**src/rtl/alu_op_dispatcher_pkg.sv**
```systemverilog
// Shared definitions for the ALU operation dispatcher: unit-select codes,
// logic-unit function codes, FSM state encoding and the default data width.
package alu_dispatch_pkg;

    localparam int DEFAULT_WIDTH = 16;

    // cmd_fun[3:2] unit selection
    localparam logic [1:0] UNIT_ARITH = 2'b00;
    localparam logic [1:0] UNIT_LOGIC = 2'b01;
    localparam logic [1:0] UNIT_CMP   = 2'b10;
    localparam logic [1:0] UNIT_SHIFT = 2'b11;

    // cmd_fun[1:0] when the logic unit is selected
    localparam logic [1:0] LOGIC_AND  = 2'b00;
    localparam logic [1:0] LOGIC_OR   = 2'b01;
    localparam logic [1:0] LOGIC_NAND = 2'b10;
    localparam logic [1:0] LOGIC_NOR  = 2'b11;

    typedef enum logic [1:0] {
        S_IDLE  = 2'b00,
        S_ISSUE = 2'b01,
        S_WAIT  = 2'b10,
        S_RESP  = 2'b11
    } state_e;

    // Decode a unit-select code into a one-hot enable vector
    // (bit 0 arith, bit 1 logic, bit 2 cmp, bit 3 shift).
    function automatic logic [3:0] unit_onehot(input logic [1:0] sel);
        logic [3:0] oh;
        case (sel)
            UNIT_ARITH: oh = 4'b0001;
            UNIT_LOGIC: oh = 4'b0010;
            UNIT_CMP:   oh = 4'b0100;
            UNIT_SHIFT: oh = 4'b1000;
            default:    oh = 4'b0000;
        endcase
        return oh;
    endfunction

endpackage

```
**src/rtl/alu_op_dispatcher_if.sv**
```systemverilog
// Command / response handshake bundle of the ALU operation dispatcher.
// master: the side issuing commands and consuming responses.
// slave:  the dispatcher itself.
interface alu_dispatch_if
    import alu_dispatch_pkg::*;
#(
    parameter int WIDTH = DEFAULT_WIDTH
);
    logic             cmd_valid;
    logic             cmd_ready;
    logic [WIDTH-1:0] cmd_a;
    logic [WIDTH-1:0] cmd_b;
    logic [3:0]       cmd_fun;
    logic             rsp_valid;
    logic             rsp_ready;
    logic [WIDTH-1:0] rsp_data;
    logic             rsp_err;

    modport master (
        output cmd_valid, cmd_a, cmd_b, cmd_fun, rsp_ready,
        input  cmd_ready, rsp_valid, rsp_data, rsp_err
    );

    modport slave (
        input  cmd_valid, cmd_a, cmd_b, cmd_fun, rsp_ready,
        output cmd_ready, rsp_valid, rsp_data, rsp_err
    );
endinterface

```
**src/rtl/alu_op_dispatcher_unit_select.sv**
```systemverilog
// Combinational unit selector: turns the captured select code plus the
// "enable active" bit into one-hot unit enables, and routes the selected
// unit's result/flag back to the dispatcher FSM.
module alu_unit_select
    import alu_dispatch_pkg::*;
#(
    parameter int WIDTH = DEFAULT_WIDTH
) (
    input  logic [1:0]       sel_i,
    input  logic             active_i,
    input  logic [WIDTH-1:0] arith_out_i,
    input  logic [WIDTH-1:0] logic_out_i,
    input  logic [WIDTH-1:0] cmp_out_i,
    input  logic [WIDTH-1:0] shift_out_i,
    input  logic             arith_flag_i,
    input  logic             logic_flag_i,
    input  logic             cmp_flag_i,
    input  logic             shift_flag_i,
    output logic [3:0]       en_o,
    output logic [WIDTH-1:0] out_o,
    output logic             flag_o
);

    // Gate the one-hot decode with the active bit so no enable leaks in IDLE/RESP
    always_comb begin
        if (active_i) begin
            en_o = unit_onehot(sel_i);
        end else begin
            en_o = 4'b0000;
        end
    end

    // Return path mux: only the selected unit's result and flag are visible
    always_comb begin
        out_o  = {WIDTH{1'b0}};
        flag_o = 1'b0;
        case (sel_i)
            UNIT_ARITH: begin out_o = arith_out_i; flag_o = arith_flag_i; end
            UNIT_LOGIC: begin out_o = logic_out_i; flag_o = logic_flag_i; end
            UNIT_CMP:   begin out_o = cmp_out_i;   flag_o = cmp_flag_i;   end
            UNIT_SHIFT: begin out_o = shift_out_i; flag_o = shift_flag_i; end
            default:    begin out_o = {WIDTH{1'b0}}; flag_o = 1'b0;       end
        endcase
    end

endmodule

```
**src/rtl/alu_op_dispatcher.sv**
```systemverilog
// ALU operation dispatcher: accepts one command, drives exactly one execution
// unit until its flag returns (or a timeout expires), then holds the result on
// the response port until it is consumed.
// Optional build macro DISPATCH_STATS_EN adds saturating op/error counters.
module alu_op_dispatcher
    import alu_dispatch_pkg::*;
#(
    parameter int WIDTH   = DEFAULT_WIDTH,
    parameter int TIMEOUT = 15
) (
    input  logic             clk,
    input  logic             reset,
    alu_dispatch_if.slave    bus,
    output logic [WIDTH-1:0] unit_a,
    output logic [WIDTH-1:0] unit_b,
    output logic [1:0]       unit_fun,
    output logic             arith_en,
    output logic             logic_en,
    output logic             cmp_en,
    output logic             shift_en,
    input  logic [WIDTH-1:0] arith_out,
    input  logic [WIDTH-1:0] logic_out,
    input  logic [WIDTH-1:0] cmp_out,
    input  logic [WIDTH-1:0] shift_out,
    input  logic             arith_flag,
    input  logic             logic_flag,
    input  logic             cmp_flag,
    input  logic             shift_flag
`ifdef DISPATCH_STATS_EN
    ,
    output logic [15:0]      op_count,
    output logic [7:0]       err_count
`endif
);

    // 9-bit so the compare against the incremented 8-bit counter cannot wrap
    localparam logic [8:0] TIMEOUT_C = 9'(TIMEOUT);

    state_e           state_q, state_d;
    logic [1:0]       sel_q, sel_d;
    logic [WIDTH-1:0] unit_a_q, unit_a_d;
    logic [WIDTH-1:0] unit_b_q, unit_b_d;
    logic [1:0]       unit_fun_q, unit_fun_d;
    logic             active_q, active_d;
    logic [7:0]       cnt_q, cnt_d;
    logic             rsp_valid_q, rsp_valid_d;
    logic [WIDTH-1:0] rsp_data_q, rsp_data_d;
    logic             rsp_err_q, rsp_err_d;

    logic [8:0]       cnt_inc_s;
    logic [3:0]       en_s;
    logic [WIDTH-1:0] sel_out_s;
    logic             sel_flag_s;

    alu_unit_select #(.WIDTH(WIDTH)) u_sel (
        .sel_i        (sel_q),
        .active_i     (active_q),
        .arith_out_i  (arith_out),
        .logic_out_i  (logic_out),
        .cmp_out_i    (cmp_out),
        .shift_out_i  (shift_out),
        .arith_flag_i (arith_flag),
        .logic_flag_i (logic_flag),
        .cmp_flag_i   (cmp_flag),
        .shift_flag_i (shift_flag),
        .en_o         (en_s),
        .out_o        (sel_out_s),
        .flag_o       (sel_flag_s)
    );

    assign cnt_inc_s = {1'b0, cnt_q} + 9'd1;

    // Next-state and datapath updates for the IDLE/ISSUE/WAIT/RESP sequence
    always_comb begin
        state_d     = state_q;
        sel_d       = sel_q;
        unit_a_d    = unit_a_q;
        unit_b_d    = unit_b_q;
        unit_fun_d  = unit_fun_q;
        active_d    = active_q;
        cnt_d       = cnt_q;
        rsp_valid_d = rsp_valid_q;
        rsp_data_d  = rsp_data_q;
        rsp_err_d   = rsp_err_q;
        case (state_q)
            S_IDLE: begin
                if (bus.cmd_valid) begin
                    unit_a_d   = bus.cmd_a;
                    unit_b_d   = bus.cmd_b;
                    unit_fun_d = bus.cmd_fun[1:0];
                    sel_d      = bus.cmd_fun[3:2];
                    active_d   = 1'b1;
                    state_d    = S_ISSUE;
                end else begin
                    state_d    = S_IDLE;
                end
            end
            S_ISSUE: begin
                cnt_d   = 8'd0;
                state_d = S_WAIT;
            end
            S_WAIT: begin
                // A flag arriving on the final counted cycle still wins over timeout
                if (sel_flag_s) begin
                    rsp_data_d  = sel_out_s;
                    rsp_err_d   = 1'b0;
                    active_d    = 1'b0;
                    rsp_valid_d = 1'b1;
                    state_d     = S_RESP;
                end else if (cnt_inc_s == TIMEOUT_C) begin
                    cnt_d       = cnt_inc_s[7:0];
                    rsp_data_d  = {WIDTH{1'b0}};
                    rsp_err_d   = 1'b1;
                    active_d    = 1'b0;
                    rsp_valid_d = 1'b1;
                    state_d     = S_RESP;
                end else begin
                    cnt_d       = cnt_inc_s[7:0];
                end
            end
            S_RESP: begin
                if (bus.rsp_ready) begin
                    rsp_valid_d = 1'b0;
                    state_d     = S_IDLE;
                end else begin
                    state_d     = S_RESP;
                end
            end
            default: begin
                active_d    = 1'b0;
                rsp_valid_d = 1'b0;
                state_d     = S_IDLE;
            end
        endcase
    end

    // State and datapath registers with synchronous reset
    always_ff @(posedge clk) begin
        if (reset) begin
            state_q     <= S_IDLE;
            sel_q       <= 2'b00;
            unit_a_q    <= {WIDTH{1'b0}};
            unit_b_q    <= {WIDTH{1'b0}};
            unit_fun_q  <= 2'b00;
            active_q    <= 1'b0;
            cnt_q       <= 8'd0;
            rsp_valid_q <= 1'b0;
            rsp_data_q  <= {WIDTH{1'b0}};
            rsp_err_q   <= 1'b0;
        end else begin
            state_q     <= state_d;
            sel_q       <= sel_d;
            unit_a_q    <= unit_a_d;
            unit_b_q    <= unit_b_d;
            unit_fun_q  <= unit_fun_d;
            active_q    <= active_d;
            cnt_q       <= cnt_d;
            rsp_valid_q <= rsp_valid_d;
            rsp_data_q  <= rsp_data_d;
            rsp_err_q   <= rsp_err_d;
        end
    end

    assign bus.cmd_ready = (state_q == S_IDLE) && !reset;
    assign bus.rsp_valid = rsp_valid_q;
    assign bus.rsp_data  = rsp_data_q;
    assign bus.rsp_err   = rsp_err_q;
    assign unit_a        = unit_a_q;
    assign unit_b        = unit_b_q;
    assign unit_fun      = unit_fun_q;
    assign arith_en      = en_s[0];
    assign logic_en      = en_s[1];
    assign cmp_en        = en_s[2];
    assign shift_en      = en_s[3];

`ifdef DISPATCH_STATS_EN
    logic [15:0] op_cnt_q;
    logic [7:0]  err_cnt_q;
    logic        hs_s;

    assign hs_s = rsp_valid_q && bus.rsp_ready;

    // Saturating response / error counters, bumped on each response handshake
    always_ff @(posedge clk) begin
        if (reset) begin
            op_cnt_q  <= 16'd0;
            err_cnt_q <= 8'd0;
        end else begin
            if (hs_s && (op_cnt_q != 16'hFFFF)) begin
                op_cnt_q <= op_cnt_q + 16'd1;
            end
            if (hs_s && rsp_err_q && (err_cnt_q != 8'hFF)) begin
                err_cnt_q <= err_cnt_q + 8'd1;
            end
        end
    end

    assign op_count  = op_cnt_q;
    assign err_count = err_cnt_q;
`endif

endmodule

```
**src/flat_wrapper.sv**
```systemverilog
// flat-port wrapper written by rule: the top's interface ports become plain ports
module alu_op_dispatcher_flat import alu_dispatch_pkg::*;
#(
    parameter int WIDTH   = DEFAULT_WIDTH,
    parameter int TIMEOUT = 15
)
  (clk, reset, unit_a, unit_b, unit_fun, arith_en, logic_en, cmp_en, shift_en, arith_out, logic_out, cmp_out, shift_out, arith_flag, logic_flag, cmp_flag, shift_flag, bus_cmd_valid, bus_cmd_a, bus_cmd_b, bus_cmd_fun, bus_rsp_ready, bus_cmd_ready, bus_rsp_valid, bus_rsp_data, bus_rsp_err);
  alu_dispatch_if #(.WIDTH(WIDTH)) bus_i ();
  input  logic clk;
  input  logic reset;
  output logic [WIDTH-1:0] unit_a;
  output logic [WIDTH-1:0] unit_b;
  output logic [1:0] unit_fun;
  output logic arith_en;
  output logic logic_en;
  output logic cmp_en;
  output logic shift_en;
  input  logic [WIDTH-1:0] arith_out;
  input  logic [WIDTH-1:0] logic_out;
  input  logic [WIDTH-1:0] cmp_out;
  input  logic [WIDTH-1:0] shift_out;
  input  logic arith_flag;
  input  logic logic_flag;
  input  logic cmp_flag;
  input  logic shift_flag;
  input wire logic [$bits(bus_i.cmd_valid)-1:0] bus_cmd_valid;
  input wire logic [$bits(bus_i.cmd_a)-1:0] bus_cmd_a;
  input wire logic [$bits(bus_i.cmd_b)-1:0] bus_cmd_b;
  input wire logic [$bits(bus_i.cmd_fun)-1:0] bus_cmd_fun;
  input wire logic [$bits(bus_i.rsp_ready)-1:0] bus_rsp_ready;
  output wire logic [$bits(bus_i.cmd_ready)-1:0] bus_cmd_ready;
  output wire logic [$bits(bus_i.rsp_valid)-1:0] bus_rsp_valid;
  output wire logic [$bits(bus_i.rsp_data)-1:0] bus_rsp_data;
  output wire logic [$bits(bus_i.rsp_err)-1:0] bus_rsp_err;
  assign bus_i.cmd_valid = bus_cmd_valid;
  assign bus_i.cmd_a = bus_cmd_a;
  assign bus_i.cmd_b = bus_cmd_b;
  assign bus_i.cmd_fun = bus_cmd_fun;
  assign bus_i.rsp_ready = bus_rsp_ready;
  assign bus_cmd_ready = bus_i.cmd_ready;
  assign bus_rsp_valid = bus_i.rsp_valid;
  assign bus_rsp_data = bus_i.rsp_data;
  assign bus_rsp_err = bus_i.rsp_err;
  alu_op_dispatcher #(.WIDTH(WIDTH), .TIMEOUT(TIMEOUT)) u_core (.clk(clk), .reset(reset), .bus(bus_i), .unit_a(unit_a), .unit_b(unit_b), .unit_fun(unit_fun), .arith_en(arith_en), .logic_en(logic_en), .cmp_en(cmp_en), .shift_en(shift_en), .arith_out(arith_out), .logic_out(logic_out), .cmp_out(cmp_out), .shift_out(shift_out), .arith_flag(arith_flag), .logic_flag(logic_flag), .cmp_flag(cmp_flag), .shift_flag(shift_flag));
endmodule
```
**config.mk**
```make
export PLATFORM = sky130hd
export DESIGN_NAME = alu_op_dispatcher_flat
export DESIGN_NICKNAME = d
export VERILOG_FILES = /design/src/rtl/alu_op_dispatcher_pkg.sv /design/src/rtl/alu_op_dispatcher_if.sv /design/src/rtl/alu_op_dispatcher_unit_select.sv /design/src/rtl/alu_op_dispatcher.sv /design/src/flat_wrapper.sv
export SDC_FILE = /design/constraint.sdc
export NUM_CORES = 1
export LEC_CHECK = 0
export BUFFER_PORTS_ARGS = -buffer_cell sky130_fd_sc_hd__buf_2
export CORE_ASPECT_RATIO = 0.9
export CORE_UTILIZATION = 34
export CTS_CLUSTER_SIZE = 12
export DETAILED_ROUTE_END_ITERATION = 12
export GPL_ROUTABILITY_DRIVEN = 0
export MAX_ROUTING_LAYER = met4
export PLACE_DENSITY = 0.6
export SYNTH_ARGS = -nofsm -noshare
export SYNTH_HDL_FRONTEND = slang
export SYNTH_SLANG_ARGS = --single-unit
```
**constraint.sdc**
```tcl
create_clock -name clk -period 6.44 [get_ports clk]
set_input_delay 1.61 -clock clk [delete_from_list [all_inputs] [get_ports clk]]
set_output_delay 1.61 -clock clk [all_outputs]
set_load 0.005 [all_outputs]
```
# After elaboration in Yosys (flattened, before gate mapping)
# Cells that the tools add are included.
[totals]
latch_bits = 0
output_inout_bits = 57
elab_cells = 57
mem_count = 0
input_bits = 108
ram_bits = 0
regBits = 65
mem_bits_ro = 0
[classes]
magnitude_cmp = 0
n_reduce_logical = 13
n_eq_ne = 11
addsub = 1
mux = 22
div = 0
bitwise = 0
mul = 0
n_shift = 0
[ops]
columns = ["operator", "count"]
rows = [
  ["$pmux W16 S4", 1],
  ["$mux W16", 2],
  ["$pmux W4 S4", 1],
  ["$pmux W8 S2", 1],
  ["$add A8 B1 Y9 const B", 1],
  ["$eq A9 B4 Y1 const B", 1],
  ["$eq A2 B2 Y1 const B", 4],
  ["$mux W1", 8],
  ["$mux W8", 1],
  ["$pmux W2 S4", 1],
  ["$reduce_bool A2 Y1", 4],
  ["$mux W2", 3],
  ["$ne A2 B2 Y1 const B", 3],
  ["$reduce_and A2 Y1", 3],
  ["$reduce_and A3 Y1", 2],
  ["$eq A2 B1 Y1 const B", 2],
  ["$logic_not A2 Y1", 2],
  ["$mux W4", 1],
  ["$pmux W1 S2", 2],
  ["$pmux W1 S4", 1],
  ["$ne A3 B1 Y1 const B", 1],
  ["$logic_and A1 B1 Y1", 1],
  ["$logic_not A1 Y1", 1],
]

# Logic depth before layout (Yosys ltp)
[depth]
depth_word = 5
ltp_mapped = 8
depth_no_buf = 6

# Hierarchy
# A second synthesis with hierarchy kept.
[hier_totals]
cells_unflattened = 334
area_unflattened_um2 = 3035.4
[by_module_without_submodules]
columns = ["mod", "instances", "area_each_um2", "cells_per_inst", "seq_area_each_um2"]
rows = [
  ["alu_op_dispatcher", 1, 2585.0, 309, 1301.2],
  ["alu_unit_select", 1, 450.4, 25, 0.0],
]

# Least setup slack after synthesis
# Ideal clock, no wire load.
[synth_path]
kind = "input -> output"
start = "in reset"
end = "out bus_cmd_ready"
arrival_time_ns = 2.061
path_stages = 2
path_buffers = 1
setup_slack_ns = 2.769
t_required_ns = 4.830
cell_sequence = "buf_1 > nor3_1"
[synth_between]
elab_chain_cells = 2
[synth_lines]
columns = ["item", "line", "rtl"]
rows = [
  ["from (decl)", "flat_wrapper.sv:10", "input logic reset;"],
  ["$logic_not A1 Y1", "alu_op_dispatcher.sv:164", "assign bus.cmd_ready = (state_q == S_IDLE) && !reset;"],
  ["$logic_and A1 B1 Y1", "alu_op_dispatcher.sv:164", ""],
  ["to (decl)", "flat_wrapper.sv:31", "output wire logic [$bits(bus_i.cmd_ready)-1:0] bus_cmd_ready;"],
]
# Every way passes these cells.

# Worst setup path in the final report
# Ends and elaborated chain as after synthesis.

==> metrics.md <==
| Metric | Value |
|---|---|
| Most frequent CP cell | buf_2 |
| Number of global-route vias before repair | 2986 |
| Area Overhead vs Synth | 34.6% |
| Largest net degree at the start of global routing | 67 |
| Final worst path period share | 56.0% |
| Clock Latency Late Sink | 0.34 ns |
| Complex-gate fraction of the synthesized area | 19.1% |
| Int Power | 0.703 mW |
| Highest clock rate | 0.277 GHz |
| Post-Synth Adder-Cell Area | 0.799% |
| Routed WL | 8740 um |
| Leak | 1.81 nW |
| Clk pwr share | 37.0% |
| CTS Sinks | 65 |
| Power Density | 234 nW/um^2 |
| CTS H-tree lvls | 3 |
| IO Port Bufs | 164 |
| Yosys warnings | 0 |
| Critical-path maximum fanout | 2 |
| RR Startpoint | u_core.sel_q[1]$_SDFFE_PP0P_ |
| Psw | 0.281 mW |
| Setup Viol. Count Final | 0 |
| Crit path DAT | 2.00 ns |
| CP Launch Type | primary input |
| Slowest-stage cell, CP | buf_2 |
| Synth top area cells | dfxtp_1 42%, nand2_1 12%, mux4_2 12% |
| Initial antenna violation count | 0 |
| Syn Area/Cell | 8.70 sq um |
| Grt ovf | 0 |
| CTS tree | built |
| Synthesized area | 3130 sq um |
| Switch share | 28.6% |
| Share of layout cells above drive strength 1 | 41.9% |
| Hold crit path type | reg -> reg |
| Die span in x | 103 um |
| Crit-path cells | buf_2 -> nor3_1 -> buf_2 |
| NumNets Final | 620 |
| Commonest non-fill, non-tap cell in the layout | buf_2 |
| Root Buffer | clkbuf_8 |
| Largest family of logic cells by synthesized area | simple AND/OR/NAND/NOR gates |
| Post-synthesis xor/xnor area fraction | 0.560% |
| Core footprint | 8770 sq um |
| Max-Cap Viols | 0 |
| # rows | 32 |
| Final Max Tran Viols | 0 |
| Pre-antenna DRT Iters | 4 |
| Critical path capture point type | output port |
| Seq pwr share | 45.4% |
| RSZ-0062 raised after global routing | no |
| Number of flops mapped to enable cells by yosys | 0 |
| Dpl ws | 2.80 ns |
| CTS Hold Bufs | 0 |
| Max clock buf depth | 2 |
| Syn_nets | 470 |
| Clock Skew | 0.0122 ns |
| Highest-count cells in the layout ignoring fill and taps | 164 x buf_2, 102 x nand2_1, 65 x dfxtp_1, 56 x a21oi_1, 17 x mux4_2 |
| Dominant cell type by area after synthesis | dfxtp_1 |
| Setup TNS Final | 0 ns |
| Share of async-settable or async-resettable flops after synthesis | 0% |
| Crit path from | reset |
| Initial Utilization | 35.7% |
| Hold_sp | u_core.unit_a[12]$_SDFFE_PP0P_ |
| I/O pin cnt | 165 |
| Clk slew on worst S/H paths | 0.08 ns |
| Max_slew headroom | 20.7% |
| Final min period | 3.61 ns |
| Iteration-0 DRC Markers | 89 |
| Post-DP HPWL | 6200 um |
| CP peak stage delay | 0.15 ns |
| Multiplexer share of the synthesized area | 12.5% |
| Worst slew pin tran | 1.19 ns |
| DRC Markers | 0 |
| First-pass GRT wire length | 13700 um |
| Combinational share of power | 17.5% |
| Wire length per cell | 13.8 um |
| Via count | 3151 |
| Hold depth | 2 |
| Final worst slack | 2.83 ns |
| Post-CTS resize count | 0 |
| Status | complete, no violations |
| Post-synth top area share | 41.6% |
| Post-CTS Setup Repair Bufs | 0 |
| Critical path class | in -> out |
| Die height | 93.0 um |
| Vias/cell | 4.97 |
| # diodes | 0 |
| Top_reg_cell synth | dfxtp_1 |
| CTS Buf Count | 9 |
| VDD IR max | 0.000150 V |
| Yosys reg bits | 65 |
| Sequential share of the synthesized area | 41.6% |
| Yosys cell types | 45 |
| Full die area | 9600 sq um |
| GRT Util Overall | 18.7% |
| Synth Area in Simple Gates | 20.7% |
| Final Hold Viols | 0 |
| Worst Reg-to-Reg Cells | 5 |
| CP required | 4.83 ns |
| Final ANT Viol Nets | 0 |
| Mapped Cells | 360 |
## metrics by stage
step / power [mW] / hold slack [ns] / cell area (sq um) / utilization, % / instances
3_5_place_dp: 0.631 / 0.443 / 4000 / 45.6 / 618
6_report: 0.984 / 0.453 / 4210 / 48.0 / 634
3_3_place_gp: 0.626 / 0.439 / 4000 / 45.6 / 618
5_1_grt: 1.04 / 0.476 / 4210 / 48.0 / 634
4_1_cts: 0.999 / 0.455 / 4210 / 48.0 / 634
2_1_floorplan: 0.555 / 0.453 / 3130 / - / 360
## Yosys cell counts, drive strengths merged, types with 3 or more instances
cell and instances:
clkbuf 17, nand2 102, dfxtp 65, a21oi 56
buf 11, nand3 5, a211oi 16, nor2 15
nor2b 3, mux4 17, inv 5, nor3 7
nand4 3
## registers in the layout, summed over array words and instances (netlist names)
name and cells:
u_core.bus.rsp_data 16, u_core.unit_a 16, u_core.unit_b 16, u_core.cnt_q 8, u_core.sel_q 2, u_core.state_q 2
u_core.unit_fun 2, u_core.active_q 1, u_core.bus.rsp_err 1, u_core.bus.rsp_valid 1
## layout make-up
class	count	area [sq um]
clock buffers	10	138
clock inverters	6	72.6
fillers	874	4560
inverters	5	18.8
multi-input cells	262	1690
flip-flops and latches	65	1300
well taps	119	149
repair buffers	167	843
## metal layers
metal | wire length, um | vias to the layer above | track usage, %
met5 | 0 | - | -
met3 | 641 | 10 | 6.13
met2 | 4300 | 98 | 30.9
met1 | 3690 | 1461 | 21.7
li1 | - | 1582 | -
met4 | 104 | 0 | 5.05
## worst max-delay path: cells and delay by family
family,cells,cell delay [ns]
buffers and inverters,2,0.27
AND/OR/NAND/NOR,1,0.13
## kinds of logic after synthesis
kind of cell,Yosys count
AOI/OAI and AO/OA,92
muxes,18
DFF,65
adders and majority gates,2
xor gates and xnor gates,2
buffers and inverters,33
and+or+nand+nor,148
## power by group through the flow
| stage | logic [mW] | registers [mW] | clock network, mW |
|---|---|---|---|
| after floorplan | 0.105 | 0.450 | 0 |
| after global placement | 0.171 | 0.455 | 0 |
| after detailed placement | 0.175 | 0.455 | 0 |
| after CTS | 0.176 | 0.447 | 0.376 |
| after global routing | 0.191 | 0.451 | 0.394 |
| final | 0.173 | 0.447 | 0.364 |
## worst paths after layout
check	end	slack, ns
max	bus_cmd_ready	2.83
min	u_core.unit_a[12]$_SDFFE_PP0P_	0.45
min reg2reg	u_core.unit_a[12]$_SDFFE_PP0P_	0.45
max reg2reg	u_core.bus.rsp_data[2]$_SDFFE_PP0P_	3.53
Note: power is estimated with default switching activity, not from simulation.
